[src/rtl/da2_voice_transmitter_if.sv]
// Bus between the audio datapath and the PmodDA2 serial transmitter.
//   start, sample_a, sample_b : frame request and the two 12-bit samples
//   pd_mode                   : DAC power-down mode (only with DA2_PD_CTRL_EN)
//   sync_n, sclk, d0, d1      : DA2 serial pins
//   busy, done, overrun       : frame status
// master = datapath side (drives requests), slave = transmitter side.
interface da2_voice_transmitter_if;
    logic        start;
    logic [11:0] sample_a;
    logic [11:0] sample_b;
`ifdef DA2_PD_CTRL_EN
    logic [1:0]  pd_mode;
`endif
    logic        sync_n;
    logic        sclk;
    logic        d0;
    logic        d1;
    logic        busy;
    logic        done;
    logic        overrun;

`ifdef DA2_PD_CTRL_EN
    modport master (output start, sample_a, sample_b, pd_mode,
                    input  sync_n, sclk, d0, d1, busy, done, overrun);
    modport slave  (input  start, sample_a, sample_b, pd_mode,
                    output sync_n, sclk, d0, d1, busy, done, overrun);
`else
    modport master (output start, sample_a, sample_b,
                    input  sync_n, sclk, d0, d1, busy, done, overrun);
    modport slave  (input  start, sample_a, sample_b,
                    output sync_n, sclk, d0, d1, busy, done, overrun);
`endif
endinterface

[src/rtl/da2_voice_transmitter.sv]
// PmodDA2 (dual DAC121S101) serial transmitter. One start strobe sends one
// 16-bit frame per channel, MSB first: {2'b00, pd[1:0], sample[11:0]}.
// Optional feature macro: DA2_PD_CTRL_EN adds bus.pd_mode, latched into
// bits 13:12 of both words; without it those bits are 00.
// Ports:
//   CLK  : system clock, all logic on posedge
//   RST  : synchronous active-high reset
//   bus  : da2_voice_transmitter_if.slave (start/samples in, DA2 pins and
//          busy/done/overrun status out; all outputs registered)
// Parameters:
//   SCLK_HALF  : CLK cycles per sclk half-period (2..1023)
//   GAP_CYCLES : CLK cycles sync_n stays high after a frame (1..1023)
module da2_voice_transmitter #(
    parameter int SCLK_HALF  = 50,
    parameter int GAP_CYCLES = 50
) (
    input  logic                         CLK,
    input  logic                         RST,
    da2_voice_transmitter_if.slave       bus
);

    localparam int HW = $clog2(SCLK_HALF);
    localparam int GW = $clog2(GAP_CYCLES + 1);
    localparam logic [HW-1:0] H_LAST = HW'(SCLK_HALF - 1);
    localparam logic [GW-1:0] G_LAST = GW'(GAP_CYCLES - 1);

    typedef enum logic [2:0] {IDLE, LEAD, LOW, HIGH, GAP} state_t;

    state_t        state_q, state_d;
    logic [HW-1:0] hcnt_q, hcnt_d;
    logic [GW-1:0] gcnt_q, gcnt_d;
    logic [3:0]    bitcnt_q, bitcnt_d;
    // Only the 15 not-yet-presented bits are kept; bit 15 goes straight
    // to d0/d1 on accept.
    logic [14:0]   sh_a_q, sh_a_d, sh_b_q, sh_b_d;
    logic          sync_n_q, sync_n_d, sclk_q, sclk_d;
    logic          d0_q, d0_d, d1_q, d1_d;
    logic          busy_q, busy_d, done_q, done_d, ovr_q, ovr_d;

    logic [1:0]    pd;
    logic [15:0]   word_a, word_b;

`ifdef DA2_PD_CTRL_EN
    assign pd = bus.pd_mode;
`else
    assign pd = 2'b00;
`endif

    assign word_a = {2'b00, pd, bus.sample_a};
    assign word_b = {2'b00, pd, bus.sample_b};

    always_ff @(posedge CLK) begin
        if (RST) begin
            state_q  <= IDLE;
            hcnt_q   <= '0;
            gcnt_q   <= '0;
            bitcnt_q <= '0;
            sh_a_q   <= '0;
            sh_b_q   <= '0;
            sync_n_q <= 1'b1;
            sclk_q   <= 1'b1;
            d0_q     <= 1'b0;
            d1_q     <= 1'b0;
            busy_q   <= 1'b0;
            done_q   <= 1'b0;
            ovr_q    <= 1'b0;
        end else begin
            state_q  <= state_d;
            hcnt_q   <= hcnt_d;
            gcnt_q   <= gcnt_d;
            bitcnt_q <= bitcnt_d;
            sh_a_q   <= sh_a_d;
            sh_b_q   <= sh_b_d;
            sync_n_q <= sync_n_d;
            sclk_q   <= sclk_d;
            d0_q     <= d0_d;
            d1_q     <= d1_d;
            busy_q   <= busy_d;
            done_q   <= done_d;
            ovr_q    <= ovr_d;
        end
    end

    // Next-state and next-output logic. The registered outputs change on
    // the same edge as the state, so every pin is glitch-free.
    always_comb begin
        state_d  = state_q;
        hcnt_d   = hcnt_q + HW'(1);
        gcnt_d   = gcnt_q;
        bitcnt_d = bitcnt_q;
        sh_a_d   = sh_a_q;
        sh_b_d   = sh_b_q;
        sync_n_d = sync_n_q;
        sclk_d   = sclk_q;
        d0_d     = d0_q;
        d1_d     = d1_q;
        busy_d   = busy_q;
        done_d   = 1'b0;
        ovr_d    = bus.start && (state_q != IDLE);

        case (state_q)
            IDLE: begin
                hcnt_d = '0;
                if (bus.start) begin
                    state_d  = LEAD;
                    sh_a_d   = word_a[14:0];
                    sh_b_d   = word_b[14:0];
                    bitcnt_d = 4'd15;
                    sync_n_d = 1'b0;
                    sclk_d   = 1'b1;
                    d0_d     = word_a[15];
                    d1_d     = word_b[15];
                    busy_d   = 1'b1;
                end
            end
            LEAD: begin
                if (hcnt_q == H_LAST) begin
                    state_d = LOW;
                    hcnt_d  = '0;
                    sclk_d  = 1'b0;
                end
            end
            LOW: begin
                if (hcnt_q == H_LAST) begin
                    state_d = HIGH;
                    hcnt_d  = '0;
                    sclk_d  = 1'b1;
                end
            end
            HIGH: begin
                if (hcnt_q == H_LAST) begin
                    hcnt_d = '0;
                    if (bitcnt_q != 4'd0) begin
                        // New bit appears with the falling sclk and holds
                        // for the whole LOW phase.
                        state_d  = LOW;
                        sclk_d   = 1'b0;
                        d0_d     = sh_a_q[14];
                        d1_d     = sh_b_q[14];
                        sh_a_d   = {sh_a_q[13:0], 1'b0};
                        sh_b_d   = {sh_b_q[13:0], 1'b0};
                        bitcnt_d = bitcnt_q - 4'd1;
                    end else begin
                        state_d  = GAP;
                        gcnt_d   = '0;
                        sync_n_d = 1'b1;
                        d0_d     = 1'b0;
                        d1_d     = 1'b0;
                    end
                end
            end
            GAP: begin
                hcnt_d = '0;
                gcnt_d = gcnt_q + GW'(1);
                if (gcnt_q == G_LAST) begin
                    state_d = IDLE;
                    done_d  = 1'b1;
                    busy_d  = 1'b0;
                end
            end
            default: begin
                state_d = IDLE;
                hcnt_d  = '0;
            end
        endcase
    end

    assign bus.sync_n  = sync_n_q;
    assign bus.sclk    = sclk_q;
    assign bus.d0      = d0_q;
    assign bus.d1      = d1_q;
    assign bus.busy    = busy_q;
    assign bus.done    = done_q;
    assign bus.overrun = ovr_q;

endmodule

[src/flat_wrapper.sv]
// flat-port wrapper written by rule: the top's interface ports become plain ports
module da2_voice_transmitter_flat 
#(
    parameter int SCLK_HALF  = 50,
    parameter int GAP_CYCLES = 50
)
  (CLK, RST, bus_start, bus_sample_a, bus_sample_b, bus_sync_n, bus_sclk, bus_d0, bus_d1, bus_busy, bus_done, bus_overrun);
  da2_voice_transmitter_if bus_i ();
  input  logic CLK;
  input  logic RST;
  input wire logic [$bits(bus_i.start)-1:0] bus_start;
  input wire logic [$bits(bus_i.sample_a)-1:0] bus_sample_a;
  input wire logic [$bits(bus_i.sample_b)-1:0] bus_sample_b;
  output wire logic [$bits(bus_i.sync_n)-1:0] bus_sync_n;
  output wire logic [$bits(bus_i.sclk)-1:0] bus_sclk;
  output wire logic [$bits(bus_i.d0)-1:0] bus_d0;
  output wire logic [$bits(bus_i.d1)-1:0] bus_d1;
  output wire logic [$bits(bus_i.busy)-1:0] bus_busy;
  output wire logic [$bits(bus_i.done)-1:0] bus_done;
  output wire logic [$bits(bus_i.overrun)-1:0] bus_overrun;
  assign bus_i.start = bus_start;
  assign bus_i.sample_a = bus_sample_a;
  assign bus_i.sample_b = bus_sample_b;
  assign bus_sync_n = bus_i.sync_n;
  assign bus_sclk = bus_i.sclk;
  assign bus_d0 = bus_i.d0;
  assign bus_d1 = bus_i.d1;
  assign bus_busy = bus_i.busy;
  assign bus_done = bus_i.done;
  assign bus_overrun = bus_i.overrun;
  da2_voice_transmitter #(.SCLK_HALF(SCLK_HALF), .GAP_CYCLES(GAP_CYCLES)) u_core (.CLK(CLK), .RST(RST), .bus(bus_i));
endmodule
[config.mk]
export PLATFORM = sky130hd
export DESIGN_NAME = da2_voice_transmitter_flat
export DESIGN_NICKNAME = d
export VERILOG_FILES = /design/src/rtl/da2_voice_transmitter_if.sv /design/src/rtl/da2_voice_transmitter.sv /design/src/flat_wrapper.sv
export SDC_FILE = /design/constraint.sdc
export NUM_CORES = 1
export LEC_CHECK = 0
export ABC_AREA = 0
export CAP_MARGIN = 10
export CORE_AREA = 2 2 70 105
export CTS_CLUSTER_DIAMETER = 60
export DETAILED_ROUTE_END_ITERATION = 8
export DIE_AREA = 0 0 72 107
export DONT_BUFFER_PORTS = 1
export PLACE_DENSITY = 0.62
export SLEW_MARGIN = 20
export SYNTH_ARGS = -nofsm -noshare
export SYNTH_HDL_FRONTEND = slang
export SYNTH_SLANG_ARGS = --single-unit
[constraint.sdc]
create_clock -name CLK -period 2.2 [get_ports CLK]
set_clock_uncertainty 0.1 [all_clocks]
set_input_delay 0.22 -clock CLK [delete_from_list [all_inputs] [get_ports CLK]]
set_output_delay 0.22 -clock CLK [all_outputs]
set_load 0.02 [all_outputs]
==> out/qor.yml <==
status: "finished clean"
maxCapViolCount: 0
tightest_slew_ns: 0.5184
drv_slew: 0
grt_first_pass_wirelength_mm: 9.246
cts.htree.levels: 2
async_reset_ff_share_pct: 0
worstSetupStartpointType: "register"
holdPathEnd: "u_core.bitcnt_q[2]"
fp.dieW_um: 72
grt_max_degree: 45
ff2ff_setup_slack_ns: 0.23
fin_tns_setup_ns: 0
finalHoldViolCount: 0
p_leak_nw: 1.121
die_h_um: 107
syn_nets: 310
area_growth_pct: 8.439
antenna_found_initial: 0
period_needed_ns: 1.966
syn-instance-count: 278
ant_nets: 0
drive_gt1_share_pct: 15.47
busiest_layer: "met2"
clkTransAtPathRegs_ns: 0.10
crit_buf_inv: 2
routabilityCongestion: 0.7726
rows: 37
post_cts_buffers: 0
cp_top_family: "simple AND/OR/NAND/NOR gates"
start_util_pct: 39.00
synth_seq_cells: 56
yosysWarnings: 0
arrival_ns: 2.09
synth-seq-area-share_pct: 42.24
boundaryPins: 34
crit_slowest_cell: "or3b_1"
antennaDiodeCount: 0
met1_usage_pct: 18.21
min_path_cells: 2
root_buffer: "clkbuf_8"
fin_crit_sh_pct: 89.36
worst_hold_startpoint: "RST"
core-area_um2: 6805
ff2ff_path_depth: 7
grt_pass1_vias: 1926
gr-usage-met3_pct: 3.383
cp_cell_sequence: "inv_1 -> ha_1 -> or3b_1 -> nand4_2 -> nand2_2 -> buf_4 -> a211oi_1"
firstDrtPassIters: 4
synthesis.area_um2: 2654
final_cells: 356
ir_drop_v: 0.0003465
rsz0062_at_grt: "no"
holdCritPathClass: "primary input to register"
drt_iter0_drc: 131
cts_inserted_buffers: 5
cp-end-kind: "register"
path_class: "register to register"
grtUsageTotal_pct: 15.08
viasPerCell: 5.685
fillers: 695
slew_headroom_pct: 65.29
dp.cells: 344
use_met2_pct: 25.20
powerDensity_nw_per_um2: 653.5
yosysUniqueCellTypes: 48
cp_slowest_stage_delay_ns: 0.40
avgSynthCellArea_um2: 9.546
setup_viol: 0
dpl.hpwl_mm: 3.644
cp.required_ns: 2.32
cts_tree: "built"
synth_edf_count: 0
clk_latency_ns: 0.31
clock-sinks: 56
port_buffers: 0
drc: 0
grt_overflow: 0
r2r-start: "u_core.bitcnt_q[1]"
fmax_ghz: 0.5087
postRouteWirelength_mm: 5.372
cts_buffer_depth: 2
reg2reg_to: "u_core.sh_a_q[4]"
nets: 309
die_area_um2: 7704
crit_fanout: 24
routed-via-count: 2024
ys.flop_type: "dfxtp_1"
wire_per_inst_um: 15.09
## placed cells by master (no fill, tap or decap), types with 5 or more instances in the layout
cell type,n
buf_4,9
nand2_1,15
nand3_1,17
xor2_1,6
clkbuf_8,6
a211oi_2,18
mux2i_1,23
dfxtp_1,56
a21oi_1,16
nor2_1,17
inv_1,5
nor3_1,26
ha_1,5
a211oi_1,7
## synth_stat cells, types with 2 or more instances
cell	instances	area (µm²)
a211oi_1	7	52.55
a211oi_2	18	225.2
a21oi_1	16	80.08
buf_2	9	45.04
buf_4	3	22.52
clkbuf_1	9	33.78
dfxtp_1	56	1121
ha_1	5	62.56
inv_1	5	18.77
mux2i_1	23	230.2
nand2_1	15	56.30
nand3_1	17	85.08
nand3b_1	3	22.52
nand4_1	3	18.77
nor2_1	17	63.81
nor3_1	26	130.1
nor3b_2	2	25.02
o21a_1	2	15.01
o21ai_0	3	15.01
o31ai_1	3	22.52
or3_1	2	12.51
or4_1	2	15.01
xnor2_1	2	17.52
xor2_1	6	52.55
## routing by layer
| metal | vias to the layer above | wire length (µm) | part of all wire [%] |
|---|---|---|---|
| met5 | - | 0 | 0 |
| met4 | 0 | 155 | 2.9 |
| met3 | 10 | 255 | 4.7 |
| met2 | 51 | 2590 | 48 |
| met1 | 947 | 2371 | 44 |
| li1 | 1016 | - | - |
## worst max-delay path by stage
stage	from	endpoint	slack [ns]	depth (start not counted)
6_report	u_core.bitcnt_q[1]	u_core.sh_a_q[4]	0.23	7
5_1_grt	u_core.bitcnt_q[0]	u_core.sh_a_q[4]	0.07	7
4_1_cts	u_core.bitcnt_q[1]	u_core.sh_a_q[4]	0.23	7
3_5_place_dp	u_core.hcnt_q[0]	u_core.sh_a_q[3]	0.23	6
3_3_place_gp	u_core.hcnt_q[0]	u_core.sh_a_q[5]	0.26	6
2_1_floorplan	u_core.bitcnt_q[0]	u_core.bitcnt_q[0]	0.45	7
## state kept, by name, summed over array words and instances (netlist names)
| register | count |
|---|---|
| u_core.bitcnt_q | 4 |
| u_core.bus.busy | 1 |
| u_core.bus.d0 | 1 |
| u_core.bus.d1 | 1 |
| u_core.bus.done | 1 |
| u_core.bus.overrun | 1 |
| u_core.bus.sclk | 1 |
| u_core.bus.sync_n | 1 |
| u_core.gcnt_q | 6 |
| u_core.hcnt_q | 6 |
| u_core.sh_a_q | 15 |
| u_core.sh_b_q | 15 |
| u_core.state_q | 3 |
## kinds of logic (layout without fill, tap and decap cells)
family          Yosys count  in the layout  share of synthesized area, %
xor+xnor                  8              8                         2.640
simple gates            101            101                         21.22
mux                      23             23                         8.675
flops                    56             56                         42.24
compound gates           58             58                         18.20
fa+ha+maj                 5              5                         2.357
buf+inv                  27             27                         4.667
## per-stage QoR
step	utilization (%)	instance area, µm²	worst slack, ns	total power [mW]	hold WS (ns)
finish	42.29	2878	0.2340	1.881	0.01374
global placement	40.17	2734	0.2621	1.295	0.1921
floorplan	-	2654	0.4519	1.277	0.2605
CTS	42.29	2878	0.2320	1.904	0.01101
detailed placement	40.17	2734	0.2346	1.300	0.1950
global route	42.29	2878	0.07329	1.985	0.009094
## area by class of cell
cell class | count | area, µm² | area share, %
repair buffers | 14 | 137.6 | 4.783
flip-flops and latches | 56 | 1121 | 38.96
clock buffers | 7 | 86.33 | 3.000
multi-input cells | 195 | 1409 | 48.96
well taps | 78 | 97.59 | 3.391
inverters | 5 | 18.77 | 0.6522
clock inverters | 1 | 7.507 | 0.2609
## power breakdown
group | internal (mW) | switching (mW) | total (mW)
Sequential | 1.06 | 0.0404 | 1.10
Clock | 0.257 | 0.327 | 0.583
Combinational | 0.0883 | 0.107 | 0.195
## what timing repair did
action,in CTS,in global routing
gates resized for setup,0,0
hold buffers,4,0
endpoints found under the hold margin,44,0
Power figures use the tool's default switching activity.
